==> src/rtl/mem_responder.sv <==
// Single-port word memory behind a valid/ready request/response handshake,
// with a programmable number of wait states between request and response.
module mem_responder #(
  parameter int ADDR_W      = 8,
  parameter int DATA_W      = 8,
  parameter int WAIT_CYCLES = 2
) (
  input  logic              clk,
  input  logic              reset,
  input  logic              req_valid,
  output logic              req_ready,
  input  logic              req_we,
  input  logic [ADDR_W-1:0] req_addr,
  input  logic [DATA_W-1:0] req_wdata,
  output logic              rsp_valid,
  output logic [DATA_W-1:0] rsp_rdata,
  input  logic              rsp_ready,
  output logic              busy
);

  typedef enum logic [1:0] {
    IDLE    = 2'd0,
    WAIT    = 2'd1,
    RESPOND = 2'd2
  } state_e;

  localparam int unsigned DEPTH     = 2 ** ADDR_W;
  localparam logic [3:0]  WAIT_LOAD = 4'(WAIT_CYCLES);

  state_e              state_q, state_d;
  logic [3:0]          wait_cnt_q, wait_cnt_d;
  logic                req_ready_q, req_ready_d;
  logic                rsp_valid_q, rsp_valid_d;
  logic [DATA_W-1:0]   rsp_rdata_q, rsp_rdata_d;
  logic                we_q, we_d;
  logic [ADDR_W-1:0]   addr_q, addr_d;
  logic [DATA_W-1:0]   wdata_q, wdata_d;

  logic [DATA_W-1:0]   mem_q [DEPTH];

  logic                req_hs;
  logic                enter_rsp;
  logic                mem_we;

  assign req_hs = req_valid & req_ready_q;

  always_comb begin
    state_d    = state_q;
    wait_cnt_d = wait_cnt_q;
    we_d       = we_q;
    addr_d     = addr_q;
    wdata_d    = wdata_q;
    enter_rsp  = 1'b0;

    case (state_q)
      IDLE: begin
        if (req_hs) begin
          we_d    = req_we;
          addr_d  = req_addr;
          wdata_d = req_wdata;
          if (WAIT_CYCLES == 0) begin
            state_d   = RESPOND;
            enter_rsp = 1'b1;
          end else begin
            state_d    = WAIT;
            wait_cnt_d = WAIT_LOAD;
          end
        end
      end
      WAIT: begin
        // The edge that sees a count of 1 is the WAIT_CYCLES-th edge in WAIT.
        if (wait_cnt_q <= 4'd1) begin
          state_d    = RESPOND;
          wait_cnt_d = '0;
          enter_rsp  = 1'b1;
        end else begin
          wait_cnt_d = wait_cnt_q - 4'd1;
        end
      end
      RESPOND: begin
        if (rsp_ready) state_d = IDLE;
      end
      default: state_d = IDLE;
    endcase

    req_ready_d = (state_d == IDLE);
    rsp_valid_d = (state_d == RESPOND);
  end

  // we_d/addr_d/wdata_d carry the live request on the zero-wait path and the
  // latched copy otherwise, so one commit path serves both cases.
  always_comb begin
    mem_we      = enter_rsp & we_d;
    rsp_rdata_d = rsp_rdata_q;
    if (enter_rsp) begin
      rsp_rdata_d = we_d ? wdata_d : mem_q[addr_d];
    end
  end

  always_ff @(posedge clk or negedge reset) begin
    if (!reset) begin
      state_q     <= IDLE;
      wait_cnt_q  <= '0;
      req_ready_q <= 1'b0;
      rsp_valid_q <= 1'b0;
      rsp_rdata_q <= '0;
      we_q        <= 1'b0;
      addr_q      <= '0;
      wdata_q     <= '0;
    end else begin
      state_q     <= state_d;
      wait_cnt_q  <= wait_cnt_d;
      req_ready_q <= req_ready_d;
      rsp_valid_q <= rsp_valid_d;
      rsp_rdata_q <= rsp_rdata_d;
      we_q        <= we_d;
      addr_q      <= addr_d;
      wdata_q     <= wdata_d;
    end
  end

  // Storage survives reset; reset only blocks a pending commit via the FSM.
  always_ff @(posedge clk) begin
    if (mem_we) mem_q[addr_d] <= wdata_d;
  end

  assign req_ready = req_ready_q;
  assign rsp_valid = rsp_valid_q;
  assign rsp_rdata = rsp_rdata_q;
  assign busy      = (state_q != IDLE);

endmodule

==> config.mk <==
export PLATFORM = sky130hd
export DESIGN_NAME = mem_responder
export DESIGN_NICKNAME = d
export VERILOG_FILES = /design/src/rtl/mem_responder.sv
export SDC_FILE = /design/constraint.sdc
export NUM_CORES = 2
export LEC_CHECK = 0
export CORE_ASPECT_RATIO = 0.9
export CORE_MARGIN = 3
export CORE_UTILIZATION = 25
export CTS_CLUSTER_SIZE = 30
export DETAILED_ROUTE_END_ITERATION = 8
export PLACE_DENSITY_LB_ADDON = 0.3
export SYNTH_ARGS = -nofsm -noshare
export SYNTH_HDL_FRONTEND = slang
export SYNTH_SLANG_ARGS = --single-unit
export TNS_END_PERCENT = 30
==> constraint.sdc <==
create_clock -name clk -period 5.4 [get_ports clk]
set_clock_uncertainty 0.05 [all_clocks]
set_input_delay 1.35 -clock clk [delete_from_list [all_inputs] [get_ports clk]]
set_output_delay 1.35 -clock clk [all_outputs]
set_load 0.02 [all_outputs]
-- Word level (Yosys, flattened, before mapping)
Memory sizes are Yosys's and may differ from the RTL's. A register that Yosys moved wholly into a read port is not among the register bits.
Cells that the tools add are included.
- equality and inequality tests: 4
- bitwise gates (word level): 2
- div/mod/pow operators: 0
- $lt $le $gt $ge: 1
- multiplexer cells: 17
- multiply operators: 0
- shift operators: 0
- add/sub/neg operators: 1
- reduce and logical (&&, ||, !) cells: 6
- operators with widths (cell ; count):
    two-way mux 8 bit ; 4
    two-way mux 4 bit ; 2
    one-hot mux 4 bit (2 select lines) ; 1
    two-way mux 1 bit ; 6
    two-way mux 2 bit ; 3
    one-hot mux 2 bit (3 select lines) ; 1
    == test 2 bit, second input constant ; 2
    <= comparator 4 x 1 -> 1 bit, second input constant ; 1
    zero test 2 bit ; 2
    nonzero test 2 bit ; 2
    subtractor 4 x 1 -> 4 bit, second input constant ; 1
    AND 1 bit ; 2
    == test 2 x 1 -> 1 bit, second input constant ; 1
    inequality test 2 bit, second input constant ; 1
    AND reduction 2 bit ; 1
    zero test 1 bit ; 1
- output and inout port bits: 11
- register bits after elaboration: 25
- latch bits: 0
- memories kept: 1
- RAM bits: 2048
- memory bits (read-only): 0
- memories (name ; depth ; width ; rd ports ; clocked after memory_dff ; wr ports ; RTL line ; source):
    mem_q ; 256 ; 8 ; 1 ; 1 ; 1 ; 39 ; logic [DATA_W-1:0] mem_q [DEPTH];

-- Longest topological paths before layout
- depth in word-level cells: 6
- mapped depth: 15
- gate-level depth less buffers: 11

-- Worst setup path after synthesis
OpenSTA, ideal clock, no wires.
- path kind: input port to flip-flop
- start point: input port req_valid
- end point: memory mem_q[0][5] (data pin)
- buffers on the path: 5
- arrival time: 5.871 ns
- data required time: 4.522 ns
- cell stages on the path: 8
- slack: -1.349 ns
- cells stage by stage: nor4bb_2 > buf_6 > buf_2 > buf_2 > buf_1 > clkbuf_1 > nand2_1 > nand2_1
- longest elaborated chain between the ends: 3
- ends and longest elaborated chain (what ; RTL line ; source):
    start, declared ; 10 ; input logic req_valid,
    AND 1 bit ; 45 ; assign req_hs = req_valid & req_ready_q;
    two-way mux 8 bit ; 57 ; if (req_hs) begin
    two-way mux 8 bit ; 55 ; case (state_q)
    via wdata_d[5] ; 37 ; logic [DATA_W-1:0] wdata_q, wdata_d;
    end, declared ; 39 ;
The timed path passes the listed nets, and every way through them passes these cells.

-- Final worst setup path
- start point: input port req_valid
- end point: register rsp_rdata_q[1] (netlist: rsp_rdata[1]) (read register of mem_q)
- longest elaborated chain between the ends: 3
- ends and longest elaborated chain (what ; RTL line ; source):
    AND 1 bit ; 45 ;
    two-way mux 8 bit ; 57 ;
    two-way mux 8 bit ; 55 ;
    end, declared ; 34 ; logic [DATA_W-1:0] rsp_rdata_q, rsp_rdata_d;
Every way passes these cells.
A chain may end at the register's enable or synchronous reset.

==> flow_summary.toml <==
[placement]
dpl-instance-area_mm2 = 0.09367
dp_cells = 10306
place_ws_ns = -0.9184
dp_hpwl_um = 175300
port_buffers = 31
place_congestion = 0.8594

[setup_path]
cp_slowest_cell = "a31oi_1"
cp.buffers_inverters = 7
r2r-end = "rsp_rdata[1]"
cp_top_family = "buffers and inverters"
cpMostUsedCell = "buf_4"
cp_slowest_stage_delay_ns = 0.50
cp_max_fo = 12
worstSetupEndpointType = "flip-flop"
path_cells = "clkdlybuf4s50_1 > nor4bb_4 > mux2i_4 > clkinv_2 > buf_4 > nor2_4 > buf_12 > buf_4 > buf_4 > nand3_1 > nand4_1 > o21ai_0 > a31oi_1 > o2111ai_1 > buf_4 > o221a_1"
worstPathRequired_ns = 6.08
r2r_cells = 15
critPathKind = "input pin to flip-flop"
cp-start-kind = "input pin"
arrival_ns = 5.97
reg2reg_from = "state_q[0]"
rrSetupSlack_ns = 0.57

[clock_network]
cts_tree = "yes"
cts.clk_slew.worst_paths_ns = 0.06
ctsHoldBuffers = 0
cts-root-buf = "clkbuf_16"
clockBufferDepth = 4
clock_latency_ns = 0.89
cts-htree-levels = 4
clkSinkCount = 2081
cts_buffers = 212

[yosys]
synth-edff-count = 2048
async_flop_share = 0.01586
ys_types = 68
ys_warn_count = 0
synthFlopType = "edfxtp_1"
postSynthCellCount = 5541
ys_seq_area_frac = 0.7612
ys_ff_latch = 2081
syn-cell-area_mm2 = 0.08188
avgSynthCellArea_um2 = 14.78
postSynthNetCount = 5564

[power_and_ir_drop]
power_frac_comb = 0.375
p_int_mw = 35.98
vdd.ir_drop.worst_uv = 448.3
power_frac_seq = 0.365
clockPowerShare = 0.259
leakagePower_nw = 33.30
p_switching_mw = 20.87
sw_frac_of_total = 0.3671
powerDensity_mw_per_mm2 = 565.6

[route]
vias_per_cell = 4.846
drt_pass1_iterations = 7
via_count = 51783
drc = 0
drt_iter0_markers = 5923
wl_per_cell_um = 24.86
ant_nets = 0
drt_wl_total_um = 265600

[global_routing]
grt_pass1_vias = 50177
grt_pass1_wl_um = 379000
antenna_found_initial = 9
grt_max_degree = 146
grt_util_all_layers = 0.1543
grt_overflow = 0

[run_status]
run_status = "complete, no violations"

[floorplan]
core_area_mm2 = 0.3245
initial_utilization = 0.2523
fp.dieW_um = 609.2
num_io_pins = 32
dieArea_mm2 = 0.3344
die_height_um = 548.9
rows = 198

[finish]
layout-drive-gt1-share = 0.1987
fillerInstances = 32007
regArea_mm2 = 0.06232
syn2layout_area_growth_pct = 22.76
layout_common_cells = "edfxtp_1 (2048), nand2_1 (1225), buf_4 (669), nand3_1 (338), nor2_1 (321)"
stdcell_area_mm2 = 0.1005
fin_util = 0.3097
multi_input_area_mm2 = 0.01809
nets = 6243
layout_commonest_cell = "edfxtp_1"
fin_cells = 10686

[hold_path]
hold_path_class = "flip-flop to flip-flop"
min_to = "wait_cnt_q[0]"
hp-start = "wait_cnt_q[0]"
whs_path_depth = 1

[sta]
layout_min_cycle_time_ns = 5.288
setup_ws_ns = 0.1123
worst_hold_slack_ns = 0.5049
clock.fmax_mhz = 189.1
finalSetupViolCount = 0
timing.final.crit_share = 0.9792
worstMarginPinSlew_ns = 1.087
relSlewSlack = 0.2690
grt_setup_unrepaired = "no"
final-hold-violation-count = 0
timing.final.max_slew_violations = 0

[flow_run]
maxCapViolations = 0
==> routing by layer <==
layer / vias up / routed length [um] / track usage
li1: 22539 / - / -
met1: 26925 / 120700 / 0.2279
met2: 1984 / 119700 / 0.2382
met3: 329 / 18640 / 0.02086
met4: 6 / 6558 / 0.03876
met5: - / 47 / 0
==> cell usage after synthesis (15+ instances only) <==
master    number  area (um^2)
o21ai_0       47        235.2
clkbuf_1     146        548.0
edfxtp_1    2048        61500
buf_1         31        116.4
nor2_1       323         1212
a22oi_1      147         1104
a221oi_1      64        560.5
a32oi_1       42        367.9
mux2i_1       69        690.7
a311oi_1      19        166.4
a31oi_1      100        625.6
nor3_1        19        95.09
nand3_1      338         1692
buf_2        162        810.8
a41oi_1       25        219.0
buf_4         16        120.1
nand2_1     1233         4628
dfrtp_1       33        825.8
mux4_2       130         2928
nand2b_1      15        93.84
nand4_1       99        619.3
a21oi_1      299         1496
==> how the worst max path moves through the flow <==
stage	depth (start not counted)	start	to	slack, ns
after floorplan	7	req_valid	mem_q[0][3]	-1.06
after global placement	15	req_valid	rsp_rdata[1]	-1.32
after detailed placement	15	req_valid	rsp_rdata[5]	-0.92
after CTS	16	req_valid	rsp_rdata[7]	0.01
after global routing	16	req_valid	rsp_rdata[1]	0.13
final	16	req_valid	rsp_rdata[1]	0.11
==> flip-flops by register name, summed over array words and instances, names as in the netlist <==
| signal | cells |
|---|---|
| mem_q | 2048 |
| addr_q | 8 |
| rsp_rdata | 8 |
| wdata_q | 8 |
| wait_cnt_q | 4 |
| state_q | 2 |
| req_ready | 1 |
| rsp_valid | 1 |
| we_q | 1 |
==> logic make-up after synthesis <==
family,after synthesis,share of synthesized area
compound gates,792,0.06339
buf+inv,370,0.02107
mux,211,0.04708
flops,2081,0.7612
fa+ha+maj,2,0.0003056
simple gates,2085,0.1070
==> power by group through the flow <==
stage                     sequential (mW)  combinational (mW)  clock (mW)
after global routing                 20.8                22.7        15.7
after CTS                            20.8                21.4        15.0
after detailed placement             21.1                21.3           0
final                                20.8                21.3        14.8
after floorplan                      21.7                10.4           0
after global placement               21.1                21.2           0
==> metrics by stage <==
| step | setup TNS (ns) | power [mW] |
|---|---|---|
| floorplan | -815.46 | 32.10 |
| global placement | -16.04 | 42.25 |
| detailed placement | -20.99 | 42.42 |
| CTS | 0 | 57.18 |
| global route | 0 | 59.12 |
| finish | 0 | 56.85 |
==> timing repair <==
| action | in CTS | in global routing |
|---|---|---|
| endpoints found under the setup margin | 1 | 2 |
| gates resized for setup | 1 | 2 |
| buffers inserted | 0 | 0 |
==> area by class of cell <==
cell class | count | area share
antenna | 3 | 0.00007469
clock buffer | 262 | 0.05546
clock inverter | 115 | 0.01234
inverter | 8 | 0.0004606
multi-input combinational | 3090 | 0.1800
sequential | 2081 | 0.6201
tap | 4300 | 0.05353
timing repair buffer | 827 | 0.07805
No activity file was read; power rests on OpenSTA's default activity.
